`config.mk`:
```
export PLATFORM = sky130hd
export DESIGN_NAME = mem_arbiter
export DESIGN_NICKNAME = d
export VERILOG_FILES = /design/src/rtl/mem_arbiter.sv
export SDC_FILE = /design/constraint.sdc
export NUM_CORES = 1
export LEC_CHECK = 0
export CORE_AREA = 2 2 504 506
export CTS_BUF_LIST = sky130_fd_sc_hd__clkbuf_16
export DETAILED_ROUTE_END_ITERATION = 16
export DIE_AREA = 0 0 506 508
export DONT_BUFFER_PORTS = 1
export GPL_TIMING_DRIVEN = 0
export PLACE_DENSITY = 0.3
export SYNTH_ARGS = -nofsm -noshare
export SYNTH_HDL_FRONTEND = slang
export SYNTH_SLANG_ARGS = --single-unit
```
`constraint.sdc`:
```
create_clock -name clk -period 24.8 [get_ports clk]
set_input_delay 2.48 -clock clk [delete_from_list [all_inputs] [get_ports clk]]
set_output_delay 2.48 -clock clk [all_outputs]
set_load 0.05 [all_outputs]
```
`src/rtl/mem_arbiter.sv`:
```
// Two-port arbiter for a six-slot matrix memory: one fixed four-state transaction per grant.
// Define MEM_ARB_ROUND_ROBIN_EN for round-robin between simultaneous requesters; the default is fixed priority to port 0.
module mem_arbiter (
   input  logic         clk,
   input  logic         reset,
   input  logic         rq0_req,
   input  logic         rq0_we,
   input  logic [2:0]   rq0_addr,
   input  logic [255:0] rq0_wdata,
   input  logic         rq1_req,
   input  logic         rq1_we,
   input  logic [2:0]   rq1_addr,
   input  logic [255:0] rq1_wdata,
   output logic         rq0_gnt,
   output logic         rq1_gnt,
   output logic         rq0_done,
   output logic         rq1_done,
   output logic [255:0] rdata,
   output logic         err,
   output logic [2:0]   mem_pointer,
   output logic         mem_write,
   output logic         mem_read,
   output logic [255:0] mem_wdata,
   input  logic [255:0] mem_rdata
);

   localparam logic [2:0] LAST_SLOT = 3'd5;

   typedef enum logic [1:0] {IDLE, ACCESS, CAPTURE, DONE} state_t;

   state_t       state;
   logic         port_q;
   logic         we_q;
   logic [2:0]   addr_q;
   logic         any_req;
   logic         winner;
   logic         win_we;
   logic [2:0]   win_addr;
   logic [255:0] win_wdata;

   assign any_req = rq0_req | rq1_req;

`ifdef MEM_ARB_ROUND_ROBIN_EN
   logic last_served;

   always_ff @(posedge clk or posedge reset) begin
      if (reset)
         last_served <= 1'b1;
      else if (state == IDLE && any_req)
         last_served <= winner;
   end
`endif

   // NOTE: every always_comb output gets a default first so no path can infer a latch.
   always_comb begin
      winner = ~rq0_req;
`ifdef MEM_ARB_ROUND_ROBIN_EN
      if (rq0_req && rq1_req)
         winner = ~last_served;
`endif
   end

   assign win_we    = winner ? rq1_we    : rq0_we;
   assign win_addr  = winner ? rq1_addr  : rq0_addr;
   assign win_wdata = winner ? rq1_wdata : rq0_wdata;

   // Write data is captured straight into mem_wdata at the grant edge; it is only needed during ACCESS.
   // NOTE: sequential state uses non-blocking assignments so every flop samples pre-edge values.
   // NOTE: the wide data registers are reset too, since rdata and mem_wdata must read 0 out of reset.
   always_ff @(posedge clk or posedge reset) begin
      if (reset) begin
         state       <= IDLE;
         port_q      <= 1'b0;
         we_q        <= 1'b0;
         addr_q      <= '0;
         rq0_gnt     <= 1'b0;
         rq1_gnt     <= 1'b0;
         rq0_done    <= 1'b0;
         rq1_done    <= 1'b0;
         err         <= 1'b0;
         rdata       <= '0;
         mem_pointer <= '0;
         mem_write   <= 1'b0;
         mem_read    <= 1'b0;
         mem_wdata   <= '0;
      end else begin
         case (state)
            IDLE: begin
               if (any_req) begin
                  state   <= ACCESS;
                  port_q  <= winner;
                  we_q    <= win_we;
                  addr_q  <= win_addr;
                  rq0_gnt <= ~winner;
                  rq1_gnt <= winner;
                  if (win_addr <= LAST_SLOT) begin
                     mem_pointer <= win_addr;
                     mem_wdata   <= win_wdata;
                     mem_write   <= win_we;
                     mem_read    <= ~win_we;
                  end
               end
            end
            ACCESS: begin
               state       <= CAPTURE;
               mem_pointer <= '0;
               mem_wdata   <= '0;
               mem_write   <= 1'b0;
               mem_read    <= 1'b0;
            end
            CAPTURE: begin
               state    <= DONE;
               rq0_done <= ~port_q;
               rq1_done <= port_q;
               err      <= (addr_q > LAST_SLOT);
               if (!we_q && addr_q <= LAST_SLOT)
                  rdata <= mem_rdata;
            end
            DONE: begin
               state    <= IDLE;
               rq0_gnt  <= 1'b0;
               rq1_gnt  <= 1'b0;
               rq0_done <= 1'b0;
               rq1_done <= 1'b0;
               err      <= 1'b0;
            end
            default: state <= IDLE;
         endcase
      end
   end

endmodule

```
==> metrics.csv <==
metric;value;unit
cts_made_buffers;72;
cts.repair.resized;0;
rows;185;
crit_end;mem_wdata[58];
grt_pass1_vias;18000;
period_needed;4.51;ns
chipWidth;506;um
drv_slew;0;
synth_warnings;0;
timing.fmax;0.222;GHz
synth_area;24000;um2
peakVddDrop;0.0550;mV
synthSimpleGateAreaFrac;15.6;%
drt_wl_total;167000;um
r2r_slack;21.35;ns
maxCapViolCount;0;
fin_cells;5660;
fin_ws;20.29;ns
setup_viol;0;
postRouteAntennaNets;0;
synth.distinct_cells;30;
initial_utilization;9.53;%
grt_usage;12.5;%
synthXorXnorAreaFrac;0;%
synth_area_leader_cell;dfrtp_1;
htreeDepth;3;
post_dp_cell_area;28500;um2
final_area;30900;um2
dpl.hpwl;142000;um
worstSetupStartpointType;input port;
io_buffers;0;
ys_top_cells_by_area;dfrtp_1, mux2_2, mux2i_1, nand2_1, or3_1;
place_ws;19.01;ns
tightest_slew;1.17;ns
ctsRootBufferMaster;clkbuf_16;
path_clk_slew;0.06;ns
period_share;18.2;%
dp_cells;5479;
r2r_start;state[0];
crit_required;25.38;ns
synth_top_family_by_area;multiplexers;
antenna_found_initial;164;
layout.nets;2972;
pin_count;1302;
syn-num-nets;2891;
vias;18400;
critPathMaxStageDelay;0.58;ns
drt_pass1_iterations;5;
clock_sinks;528;
power_leakage;12.7;nW
crit_path_end_kind;flop;
avgViaCountPerCell;3.25;
place_congestion;0.950;
finClkSkew;0.0483;ns
die_h;508;um
hold_buffers;0;
synth_cells;2106;
worstRegToRegCells;8;
drive_above_1_share;21.3;%
status;finished clean;
crit_start;rq0_req;
cts_buffer_depth;3;
rsz0062_at_grt;no;
arrival;5.09;ns
whs;0.512;ns
drtIter0Drc;1020;
grt_max_degree;111;
routedWlPerCell;29.5;um
crit_path_max_fanout;11;
synth.area.mux_share;22.9;%
drc;0;
syn2layout_area_growth;28.5;%
worstSetupPathType;in -> reg;
gr-total-overflow;0;
slowest_stage;a22oi_2;
synthAdderAreaFrac;0.260;%
post-cts-setup-buffers;0;
p_per_area;171;nW/um2
maxSlewHeadroom;21.9;%
cts_tree;yes;
hold_path_startpoint;we_q;
synth_compound_area_share;3.18;%
hold_class;reg -> reg;
synth_top_cell_area_share;55.0;%
synth.ff_latch_count;528;
die-area;257000;um2
coreArea;252000;um2
clock_latency;0.72;ns
final-hold-violation-count;0;
grt_pass1_wl;208000;um
syn_avg_cell_area;11.4;um2
r2r-end;mem_wdata[151];
ys_seq_area_share;55.0;%
crit_chain;buf_4 > nor2b_4 > a22oi_2 > clkbuf_1 > buf_2 > or3_1 > nand3_1;
[per-layer routing]
| layer | track usage [%] | wire, um | vias up |
|---|---|---|---|
| met2 | 21.3 | 81400 | 1274 |
| li1 | - | - | 7667 |
| met5 | 0 | 754 | - |
| met4 | 4.79 | 6330 | 112 |
| met3 | 7.12 | 21600 | 422 |
| met1 | 12.5 | 57000 | 8913 |
[layout by cell type (no fill, tap or decap), types with 5 or more instances in the layout]
master	instances
dfrtp_1	528
nand2_1	400
mux2i_1	260
mux2_2	257
nand3_1	193
or3_1	192
buf_2	103
clkbuf_16	73
o2bb2ai_1	65
diode_2	55
clkbuf_1	51
inv_1	21
clkinv_1	12
a21oi_1	8
clkinv_2	8
buf_16	6
o22ai_1	5
o21ai_0	5
nor2_1	5
ha_1	5
bufinv_16	5
clkinvlp_4	5
[area by class of cell]
cell class              count  area [um2]
inverters                   7        33.8
clock inverters            53         473
plain buffers             158         732
diodes                     55         138
flip-flops and latches    528       13200
clock buffers              73        1830
well taps                3366        4210
repair buffers              7         180
multi-input cells        1413       10100
fillers                 28700      221000
[power breakdown]
group	total, mW	internal (mW)	switching, mW	leakage [nW]
combinational	1.09	0.462	0.629	4.92
clock	1.05	0.590	0.463	1.16
sequential	3.14	1.23	1.91	6.66
[cells in the mapped netlist]
cell       count
mux2_2       257
o311ai_0       2
a21boi_0       1
nand3_1      193
nor3_1         2
nand2_1      400
a221oi_2       1
o22ai_1        5
a22o_1         1
or3_1        192
a21oi_1        8
inv_1          6
nor2b_4        1
o21ai_0        5
nor2_1         5
nand2b_1       2
nand3b_1       2
a211oi_2       2
clkbuf_1      53
o2bb2ai_1     65
o32ai_1        1
ha_1           5
mux2i_1      260
buf_2        103
o211ai_1       1
buf_4          2
and3_1         1
a22oi_1        1
inv_2          1
dfrtp_1      528
[through the flow]
| stage | util, % | total power, mW | TNS (ns) |
|---|---|---|---|
| 2_1_floorplan | - | 3.62 | 0 |
| 3_3_place_gp | 11.2 | 4.31 | -767.71 |
| 3_5_place_dp | 11.3 | 4.32 | 0 |
| 4_1_cts | 12.2 | 5.41 | 0 |
| 5_1_grt | 12.2 | 5.54 | 0 |
| 6_report | 12.2 | 5.28 | 0 |
[worst min path at each step]
stage          endpoint  slack, ns  cells after the start
6_report           we_q       0.51                      2
5_1_grt            we_q       0.58                      2
4_1_cts            we_q       0.52                      2
3_5_place_dp       we_q       0.51                      2
3_3_place_gp       we_q       0.50                      2
2_1_floorplan      we_q       0.47                      2
[logic make-up (layout without fill, tap and decap cells)]
logic type	Yosys count	in the layout
buf+inv	165	298
compound gates	93	93
simple gates	798	798
flops	528	528
fa+ha+maj	5	5
mux	517	517
other cells	0	55
[registers in the layout, indices dropped and copies added (netlist names)]
signal,count
rq1_done,1
mem_wdata,256
err,1
rq0_gnt,1
state,2
addr_q,2
rq0_done,1
rq1_gnt,1
mem_read,1
mem_write,1
mem_pointer,3
we_q,1
port_q,1
rdata,256
[critical path: cells and delay by family]
kind                   cells  cell delay [ns]
buffers and inverters      3             1.32
AND/OR/NAND/NOR            3             0.62
AO/OA/AOI/OAI              1             0.58
(Power assumes the default switching activity.)
